### src/rtl/pipe_mem_sched.sv
// Purpose: shares one single-ported memory between instruction fetch and M-stage data access.
// Latency: 3 cycles per step with zero-wait memory (4 with a data access), +1 per memory wait cycle.
// Backpressure: holds Enable low until MemAck arrives, or until the timeout completes the access.
//
// Ports:
//   clk, reset        clock; asynchronous active-low reset
//   PC                fetch address from the datapath
//   DReq/DWe          M stage wants a data access / access is a store
//   ALUOutM           data address
//   WriteDataM        store data
//   InstrF            latched fetched instruction
//   ReadDataM         latched load data
//   Enable            one-cycle pipeline advance strobe
//   MemReq/MemWe      memory request / request is a write
//   MemAddr/MemWData  memory request address / write data
//   MemRData/MemAck   memory read data / one-cycle completion pulse
//   MemErr            sticky timeout flag
//   StallCount        saturating count of cycles with Enable low
module pipe_mem_sched #(
  parameter int TIMEOUT = 16
) (
  input  logic        clk,
  input  logic        reset,
  input  logic [31:0] PC,
  input  logic        DReq,
  input  logic        DWe,
  input  logic [31:0] ALUOutM,
  input  logic [31:0] WriteDataM,
  output logic [31:0] InstrF,
  output logic [31:0] ReadDataM,
  output logic        Enable,
  output logic        MemReq,
  output logic        MemWe,
  output logic [31:0] MemAddr,
  output logic [31:0] MemWData,
  input  logic [31:0] MemRData,
  input  logic        MemAck,
  output logic        MemErr,
  output logic [15:0] StallCount
);

  localparam logic [1:0] IDLE  = 2'd0;
  localparam logic [1:0] DATA  = 2'd1;
  localparam logic [1:0] FETCH = 2'd2;
  localparam logic [1:0] STEP  = 2'd3;

  localparam int TW = $clog2(TIMEOUT);
  localparam logic [TW-1:0] TLAST = TW'(TIMEOUT - 1);

  logic [1:0]    state, state_nxt;
  logic [TW-1:0] tcnt;
  logic          in_acc;
  logic          tmo;
  logic          done;
  logic [31:0]   rword;

  assign in_acc = (state == DATA) || (state == FETCH);
  assign tmo    = (tcnt == TLAST);
  // An ack on the final timeout cycle still counts as a good completion.
  assign done   = in_acc && (MemAck || tmo);
  assign rword  = MemAck ? MemRData : 32'h0;

  // Memory-side outputs come straight from the state register so they never
  // see MemAck and cannot glitch.
  assign MemReq   = in_acc;
  assign MemWe    = (state == DATA) && DWe;
  assign MemAddr  = (state == DATA)  ? ALUOutM :
                    (state == FETCH) ? PC      : 32'h0;
  assign MemWData = (state == DATA)  ? WriteDataM : 32'h0;
  assign Enable   = (state == STEP);

  always_comb begin
    state_nxt = state;
    case (state)
      IDLE:    state_nxt = DReq ? DATA : FETCH;
      DATA:    if (done) state_nxt = FETCH;
      FETCH:   if (done) state_nxt = STEP;
      default: state_nxt = IDLE;
    endcase
  end

  always_ff @(posedge clk or negedge reset) begin
    if (!reset) begin
      state      <= IDLE;
      tcnt       <= '0;
      InstrF     <= 32'h0;
      ReadDataM  <= 32'h0;
      MemErr     <= 1'b0;
      StallCount <= 16'h0;
    end else begin
      state <= state_nxt;

      // Restart the wait counter for every new access, including the
      // back-to-back DATA -> FETCH handover.
      if (!in_acc || done)
        tcnt <= '0;
      else
        tcnt <= tcnt + TW'(1);

      if (state == FETCH && done)
        InstrF <= rword;
      if (state == DATA && done && !DWe)
        ReadDataM <= rword;

      if (in_acc && tmo && !MemAck)
        MemErr <= 1'b1;

      if (!Enable && StallCount != 16'hFFFF)
        StallCount <= StallCount + 16'd1;
    end
  end

endmodule

### config.mk
export PLATFORM = sky130hd
export DESIGN_NAME = pipe_mem_sched
export DESIGN_NICKNAME = d
export VERILOG_FILES = /design/src/rtl/pipe_mem_sched.sv
export SDC_FILE = /design/constraint.sdc
export NUM_CORES = 1
export LEC_CHECK = 0
export ABC_CLOCK_PERIOD_IN_PS = 1670
export BUFFER_PORTS_ARGS = -buffer_cell sky130_fd_sc_hd__buf_4
export CAP_MARGIN = 20
export CORE_AREA = 2 2 108 110
export DETAILED_ROUTE_END_ITERATION = 10
export DIE_AREA = 0 0 110 112
export PLACE_DENSITY_LB_ADDON = 0.2
export SYNTH_ARGS = -nofsm -noshare
export SYNTH_HDL_FRONTEND = slang
export SYNTH_SLANG_ARGS = --single-unit
### constraint.sdc
create_clock -name clk -period 1.67 [get_ports clk]
set_input_delay 0.167 -clock clk [delete_from_list [all_inputs] [get_ports clk]]
set_output_delay 0.167 -clock clk [all_outputs]
set_load 0.005 [all_outputs]
# --- Yosys cells after proc, flatten, opt, wreduce, memory -nomap -nowiden ---
# Cells that the tools add are included.
word_totals:
  output_inout_bits: 148
  word_cells: 41
  inputBits: 133
  ff_bits: 87
op_classes:
  reduce_logical: 17
  mux: 9
  eq_ne: 7
  n_addsub: 2
op_table:
  columns: ["op", "n"]
  rows:
  - ["32-bit 2-to-1 mux", 4]
  - ["16-bit by 1-bit adder with 16-bit output, second input constant", 1]
  - ["16-bit inequality test, second input constant", 1]
  - ["1-bit logical AND", 8]
  - ["2-bit 2-to-1 mux", 3]
  - ["2-bit case mux with 3 select lines", 1]
  - ["4-bit by 1-bit adder with 4-bit output, second input constant", 1]
  - ["2-bit equality test, second input constant", 2]
  - ["4-bit equality test, second input constant", 1]
  - ["1-bit zero test", 4]
  - ["4-bit 2-to-1 mux", 1]
  - ["2-bit inequality test, second input constant", 2]
  - ["1-bit logical OR", 3]
  - ["2-bit by 1-bit equality test with 1-bit output, second input constant", 1]
  - ["2-bit zero test", 1]
  - ["2-bit AND reduction", 1]

# --- Longest topological paths before layout ---
# Gate-level depths: netlist of run 1.
depth:
  ltp_word: 5
  ltp_mapped: 6
  ltp_nobuf: 6

# --- Worst setup path after synthesis of run 1 ---
# OpenSTA, ideal clock, no wires.
synth_path:
  kind: "flip-flop to flip-flop"
  from: "register StallCount[0]"
  to: "register StallCount[1]"
  t_required_ps: 1545
  arrival_ps: 1492
  path_slack_ps: 53
  n_path_buf: 1
  setup_time_ps: 125
  path_stages_with_launch: 6
  period_less_slack_ps: 1617
  cell_sequence: "dfrtp_1 ha_1 and4_1 buf_6 a41oi_4 mux2_4"
synth_between:
  elab_chain_len: 2
  word_cells_on_any_way: 3
  classes_between: "1 x add/sub; 1 x eq/ne; 1 x reduce/logical"
synth_lines:
  columns: ["element", "line", "source"]
  rows:
  - ["start, declared", "39", "output logic [15:0] StallCount"]
  - ["start signal, assigned", "109", "StallCount <= StallCount + 16'd1;"]
  - ["branches (longest 2 deep; another with 16-bit by 1-bit adder with 16-bit output)", null, null]
# Parallel ways; which one is timed is not known.
# A chain may end at the register's enable or synchronous reset.

# --- Final worst setup path of run 1 ---
layout_path:
  from: "register state[1]"
  to: "output MemAddr[14]"
layout_between:
  elab_chain_len: 3
  word_cells_on_any_way: 4
  classes_between: "2 x eq/ne; 2 x mux"
layout_lines:
  columns: ["element", "line", "source"]
  rows:
  - ["start, declared", "50", "logic [1:0] state, state_nxt;"]
  - ["start signal, assigned", "91", "state <= state_nxt;"]
  - ["2-bit equality test", "68", "(state == FETCH) ? PC : 32'h0;"]
  - ["32-bit 2-to-1 mux", "68", null]
  - ["32-bit 2-to-1 mux *", "67", "assign MemAddr = (state == DATA) ? ALUOutM :"]
  - ["end, declared", "34", "output logic [31:0] MemAddr,"]
# Every way passes the cells marked *; elsewhere a longest branch is shown, timed or not.

==> key figures, run 1 <==
Worst hold path
  – Min-Delay Endpoint: InstrF[19]$_DFFE_PN0P_
  – Hold Startpoint: MemRData[19]
  – Hold depth: 3
  – Min-Delay Path Class: primary input to flip-flop

Synth
  – Register bit total from synthesis: 87
  – Post-synthesis cell area: 4140 µm²
  – Syn Inst Count: 429
  – Register area share after synthesis: 52.5%
  – Syn Area/Cell: 9.66 µm²
  – Async S/R FF share, synth: 100%
  – Post-synth EDFFs: 0
  – Syn_nets: 568
  – Ys flop type: dfrtp_1
  – Synth unique cells: 43
  – Yosys warns: 0

Timing
  – Slew Limit Fails: 0
  – Worst-margin pin slew: 0.478 ns
  – Clock Skew: 0.0127 ns
  – PnR worst setup slack: -0.167 ns
  – Final worst path period share: 110%
  – Slew HR: 68.1%
  – Fin. Hold Viols: 0
  – RSZ-0062 raised after global routing: true
  – Post-route minimum period: 1.84 ns
  – F_max: 544 MHz
  – # setup viols final: 108

Pwr
  – Maximum vdd drop: 0.919 mV
  – Power density over cell area: 1630 nW/µm²
  – P_leak: 3.79 nW

Finish
  – Final #Nets: 872
  – Final Instance Area: 7390 µm²
  – Share of post-route cells with drive strength above 1: 51.4%
  – Post-route insts no fill: 881
  – Commonest cells after routing, fill and taps aside: buf_4 (288), nand2_1 (94), dfrtp_1 (87), o21ai_1 (51), a22o_1 (32)
  – Post-layout util: 66.1%
  – Commonest non-fill, non-tap cell in the layout: buf_4
  – Area Overhead vs Synth: 78.2%

Critical path
  – Crit-path max FO: 16
  – Arrival @ worst endpoint: 1.67 ns
  – CP endpoint kind: output pin
  – Worst reg2reg startpoint: state[1]$_DFFE_PN0P_
  – Worst reg2reg path endpoint: ReadDataM[30]$_DFFE_PN0P_
  – R2R Setup Slk: -0.06 ns
  – Critical Path Start: state[1]$_DFFE_PN0P_
  – Critical path data required time: 1.50 ns
  – CP startpoint kind: flip-flop
  – CP Class: flip-flop to output pin
  – Cell count of the worst reg-to-reg path: 8

Floorplanning
  – Die area: 12300 µm²
  – Chip Width: 110 µm
  – Core box area: 11200 µm²
  – Initial Util: 37.1%
  – Die Ht: 112 µm
  – Ports: 281
  – Site Rows: 39

Drt
  – DR vias: 4414
  – # DRC: 0
  – Wire length per cell: 18.8 µm
  – First DRT Iteration DRCs: 347
  – DRT Wirelength: 16600 µm
  – ANT nets after route: 0
  – Vias/cell: 5.01
  – First-pass iteration count of the detailed router: 4

Status
  – Status: finished, violations left
  – Failing checks: setup timing

Place
  – # port buffers: 280
  – Post-DP HPWL: 11500 µm
  – Placer Congestion: 0.843
  – Post-Place Cells: 845
  – Placed Area: 6510 µm²

Global route
  – First-pass GRT wire length: 23400 µm
  – GR Overflow Total: 0
  – Number of global-route vias before repair: 4262
  – Gr usage total: 25.3%
  – Antenna violations before repair: 1
  – Largest net degree at the start of global routing: 88

Clock network
  – Clock buffer count from CTS: 9
  – Worst-path clk slew: 0.07 ns
  – Max Buffers Root-to-Sink: 2
  – H-tree depth: 3
  – Clock root cell: clkbuf_16
  – CTS tree: built
  – Worst-Skew Late Latency: 0.35 ns
  – Clk sinks: 87

Flow run
  – Max_cap viols: 0
cell type report:
class | instances | area (µm²)
Sequential cell | 87 | 2180
Antenna cell | 1 | 2.50
Clock buffer | 9 | 225
Tap cell | 143 | 179
Clock inverter | 6 | 70.1
Timing Repair Buffer | 321 | 2740
Multi-Input combinational cell | 310 | 1980
Inverter | 4 | 15.0
Fill cell | 887 | 3790
cells in the mapped netlist (6+ instances only):
master / count / area share, %
o21ai_1: 31 / 3.7
buf_2: 15 / 1.8
xnor2_1: 10 / 2.1
and2_1: 33 / 5.0
clkbuf_1: 11 / 1.0
ha_1: 6 / 1.8
nand2_1: 101 / 9.1
nor2_1: 9 / 0.82
nand3_1: 7 / 0.85
o21ai_0: 35 / 4.2
dfrtp_1: 87 / 53
a22o_1: 32 / 6.8
layer usage:
layer  vias to the layer above  global-route usage [%]  wire [µm]
met5                         -                       0          0
met4                         0                    12.0        431
met3                        26                    5.62       1420
met2                       207                    39.2       8160
met1                      2093                    33.4       6560
li1                       2088                       -          -
critical path, cell delays in order (launching register included):
cell,delay [ns]
dfrtp_1,0.41
inv_2,0.10
ha_4,0.21
buf_12,0.12
nor2b_4,0.03
buf_12,0.14
a22o_1,0.18
buf_4,0.14
sequential cells by signal, summed over array words and instances, names as in the netlist:
name and cells:
InstrF 32, StallCount 16, state 2, ReadDataM 32
tcnt 4, MemErr 1
per-stage QoR:
| step | worst slack [ns] | hold WS (ns) | setup TNS [ns] | power, mW |
|---|---|---|---|---|
| after global placement | -0.294 | 0.238 | -10.38 | 8.64 |
| after detailed placement | -0.456 | 0.245 | -18.79 | 8.81 |
| after global routing | -0.248 | 0.0935 | -19.08 | 12.8 |
| final | -0.167 | 0.0888 | -8.67 | 12.0 |
| after CTS | -0.148 | 0.0822 | -6.44 | 11.6 |
| after floorplan | 0.0534 | -0.129 | 0 | 5.61 |
power breakdown:
part           internal [mW]  switching (mW)  leakage [nW]
clock network           1.16           0.869         0.134
registers               2.95           0.562          1.15
logic                   3.76            2.74          2.51
how the worst max path moves through the flow:
stage                                      endpoint  slack (ns)  cells after the start
after floorplan           StallCount[1]$_DFFE_PN0P_        0.05                      5
after global placement                   MemAddr[3]       -0.29                      5
after detailed placement                MemAddr[15]       -0.46                      5
after CTS                               MemAddr[15]       -0.15                      6
after global routing                     MemAddr[9]       -0.25                      7
final                                   MemAddr[14]       -0.17                      7
repair_timing:
action | CTS | global route
hold buffers | 1 | 0
gates resized for setup | 30 | 52
buffers inserted | 7 | 4
hold endpoints to repair | 87 | 0
gates cloned | 2 | 7
setup endpoints to repair | 134 | 141
pin swaps | 3 | 6
logic make-up after synthesis:
| kind of cell | synth area share (%) |
|---|---|
| mux | 0.362 |
| xor+xnor | 2.96 |
| buf+inv | 3.68 |
| simple gates | 21.0 |
| fa+ha+maj | 1.81 |
| compound gates | 17.6 |
| flops | 52.5 |
Power figures use the tool's default switching activity.
==> inputs of run 2 (changes only) <==
==> config.mk (replaced) <==
export PLATFORM = sky130hd
export DESIGN_NAME = pipe_mem_sched
export DESIGN_NICKNAME = d
export VERILOG_FILES = /design/src/rtl/pipe_mem_sched.sv
export SDC_FILE = /design/constraint.sdc
export NUM_CORES = 1
export LEC_CHECK = 0
export ABC_CLOCK_PERIOD_IN_PS = 1670
export CAP_MARGIN = 20
export CORE_AREA = 2 2 109 111
export DETAILED_ROUTE_END_ITERATION = 10
export DIE_AREA = 0 0 111 113
export DONT_BUFFER_PORTS = 1
export PLACE_DENSITY_LB_ADDON = 0.2
export RECOVER_POWER = 100
export SYNTH_ARGS = -nofsm -noshare
export SYNTH_HDL_FRONTEND = slang
export SYNTH_SLANG_ARGS = --single-unit
==> run 2 against run 1 <==
Net effect: the flow finishes with violations (hold timing, setup timing); flip-flop and latch count did not move; fmax rose by 4.8%; global-route usage fell by 3.7 points; wire length fell by 13%; first-iteration DRC count rose by 1.4%; critical endpoint is now MemAddr[8]; largest cell class is now flip-flops and latches.
==> key figures, run 2 (synthesis results as in run 1) <==
Critical path
  – Slowest CP cell: dfrtp_1
  – Crit-path max FO: 8 (-8)
  – Worst path cell trace: inv_2 > ha_2 > nor2b_4 > buf_6 > a22o_1
  – CP startpoint kind: flip-flop
  – Arrival @ worst endpoint: 1.59 ns (-0.08 ns)
  – Top delay family on crit path: flip-flops
  – Critical Path Max Stage Delay: 0.40 ns (about the same)
  – CP Class: flip-flop to output pin
  – Critical path data required time: 1.50 ns (about the same)
  – CP bufs+invs: 2 (-2)
  – CP endpoint kind: output pin

Global route
  – GR Overflow Total: 0 (unchanged)
  – First-pass GRT wire length: 20600 µm (-12%)
  – Number of global-route vias before repair: 3404 (-20%)
  – Antenna violations before repair: 7 (+6)
  – Largest net degree at the start of global routing: 88 (unchanged)
  – Gr usage total: 21.7% (-3.7 points)

Floorplanning
  – Initial Util: 36.8% (-0.32 points)
  – Die area: 12500 µm² (+1.8%)
  – Core box area: 11300 µm² (+0.87%)
  – Site Rows: 39 (unchanged)
  – Chip Width: 111 µm (+0.91%)
  – Die Ht: 113 µm (+0.89%)
  – Ports: 281 (unchanged)

Timing
  – Fin. Hold Viols: 87 (+87)
  – Clock Skew: 0.00964 ns (-0.00306 ns)
  – RSZ-0062 raised after global routing: true
  – Worst-margin pin slew: 0.414 ns (-0.0645 ns)
  – # setup viols final: 44 (-59%)
  – Post-route minimum period: 1.75 ns (-0.0844 ns)
  – Final worst path period share: 105% (-5.1 points)
  – Slew HR: 72.3% (+4.2 points)
  – Final TNS setup: -2.29 ns (+6.38 ns)
  – Worst hold slack: -0.475 ns (-0.563 ns)
  – PnR worst setup slack: -0.0829 ns (+0.0844 ns)
  – F_max: 571 MHz (+4.8%)
  – Slew Limit Fails: 0 (unchanged)

Finish
  – Final #Nets: 612 (-30%)
  – FF+latch area: 2180 µm² (unchanged)
  – Multi-input gate area in the final layout: 1920 µm² (-2.9%)
  – Share of post-route cells with drive strength above 1: 17.6% (-34 points)
  – Commonest non-fill, non-tap cell in the layout: nand2_1
  – Post-layout util: 46.5% (-20 points)
  – Post-route insts no fill: 625 (-29%)
  – Biggest regs: InstrF (32), ReadDataM (32), StallCount (16)
  – Commonest cells after routing, fill and taps aside: nand2_1 (101), dfrtp_1 (87), o21ai_0 (35), o21ai_1 (31), dlygate4sd3_1 (31)
  – Fill count: 1070 (+21%)
  – Area Overhead vs Synth: 26.6%

Clock network
  – Max Buffers Root-to-Sink: 2 (unchanged)
  – Clock buffer count from CTS: 9 (unchanged)
  – Worst-path clk slew: 0.06 ns (about the same)
  – CTS tree: built
  – Clk sinks: 87 (unchanged)
  – Hold-fix buffer count after cts: 31 (+30)
  – H-tree depth: 3 (unchanged)
  – Worst-Skew Late Latency: 0.34 ns (about the same)
  – Clock root cell: clkbuf_16

Status
  – Status: finished, violations left
  – Failing checks: hold timing, setup timing

Drt
  – First DRT Iteration DRCs: 352 (+1.4%)
  – Vias/cell: 5.52 (+10%)
  – ANT nets after route: 0 (unchanged)
  – DR vias: 3451 (-22%)
  – Wire length per cell: 23.1 µm (+22%)
  – First-pass iteration count of the detailed router: 4 (unchanged)
  – # DRC: 0 (unchanged)
  – DRT Wirelength: 14400 µm (-13%)

Pwr
  – Total power: 9.19 mW (-24%)
  – P_leak: 2.37 nW (-38%)
  – Maximum vdd drop: 0.894 mV (-2.8%)
  – Power density over cell area: 1750 nW/µm² (+7.5%)

Place
  – # port buffers: 0 (-100%)
  – Placer Congestion: 0.868 (+3.0%)
  – Post-Place Cells: 560 (-34%)
  – Post-DP HPWL: 10100 µm (-12%)

Flow run
  – Max_cap viols: 0 (unchanged)

Worst hold path
  – Min-Delay Path Class: primary input to async pin
## run 2: changes by cell type in the layout (fill, tap and decap cells not counted), moves of 5 or more
cell	change
and2_1	-14
o21ai_0	+25
and2_4	+14
o21ai_2	-5
o21ai_1	-20
buf_6	-10
buf_4	-275
clkbuf_1	+8
nand2_2	-5
buf_12	-7
nand2_1	+7
dlygate4sd3_1	+30
## run 2: per-stage QoR
step | hold slack (ns) | area [µm²] | worst slack, ns
5_1_grt | -0.494 | 5240 | -0.142
3_5_place_dp | -0.127 | 4360 | 0.0582
3_3_place_gp | -0.127 | 4360 | 0.0852
4_1_cts | -0.494 | 5070 | -0.0923
2_1_floorplan | -0.129 | 4140 | 0.0534
6_report | -0.475 | 5250 | -0.0829
## run 2: repair_timing
item | in CTS | in global routing
hold endpoints to repair | 131 | 87
cloned | 1 | 3
buffers inserted | 2 | 7
setup endpoints to repair | 64 | 79
gates resized for setup | 11 | 27
pin swaps | 2 | 11
## run 2: final cells by class
class / instances / area share, %
Tap cell: 143 / 3.41
Inverter: 4 / 0.286
Timing Repair Buffer: 62 / 12.0
Antenna cell: 4 / 0.191
Clock inverter: 6 / 1.38
Sequential cell: 87 / 41.5
Multi-Input combinational cell: 309 / 36.7
Clock buffer: 10 / 4.56
## run 2: layer usage
| layer | global-route usage, % | wire (µm) | up-vias |
|---|---|---|---|
| met3 | 8.46 | 1690 | 29 |
| li1 | - | - | 1568 |
| met5 | 0 | 41 | - |
| met1 | 27.6 | 5560 | 1650 |
| met4 | 11.3 | 462 | 6 |
| met2 | 32.1 | 6660 | 198 |
## run 2: worst paths after layout
check | startpoint | end | slack (ns) | cells past startpoint
max | state[0]$_DFFE_PN0P_ | MemAddr[8] | -0.08 | 5
min | reset | InstrF[0]$_DFFE_PN0P_ | -0.47 | 0
max reg2reg | state[1]$_DFFE_PN0P_ | StallCount[13]$_DFFE_PN0P_ | -0.01 | 6
min reg2reg | tcnt[0]$_DFF_PN0_ | tcnt[0]$_DFF_PN0_ | 0.47 | 1
max in group asynchronous | reset | ReadDataM[18]$_DFFE_PN0P_ | 2.03 | 0
min in group clk | MemRData[31] | ReadDataM[31]$_DFFE_PN0P_ | 0.01 | 2
## run 2: power breakdown
part           switching (mW)  internal (mW)
clock                   0.859           1.22
combinational            1.84           1.62
sequential              0.699           2.95
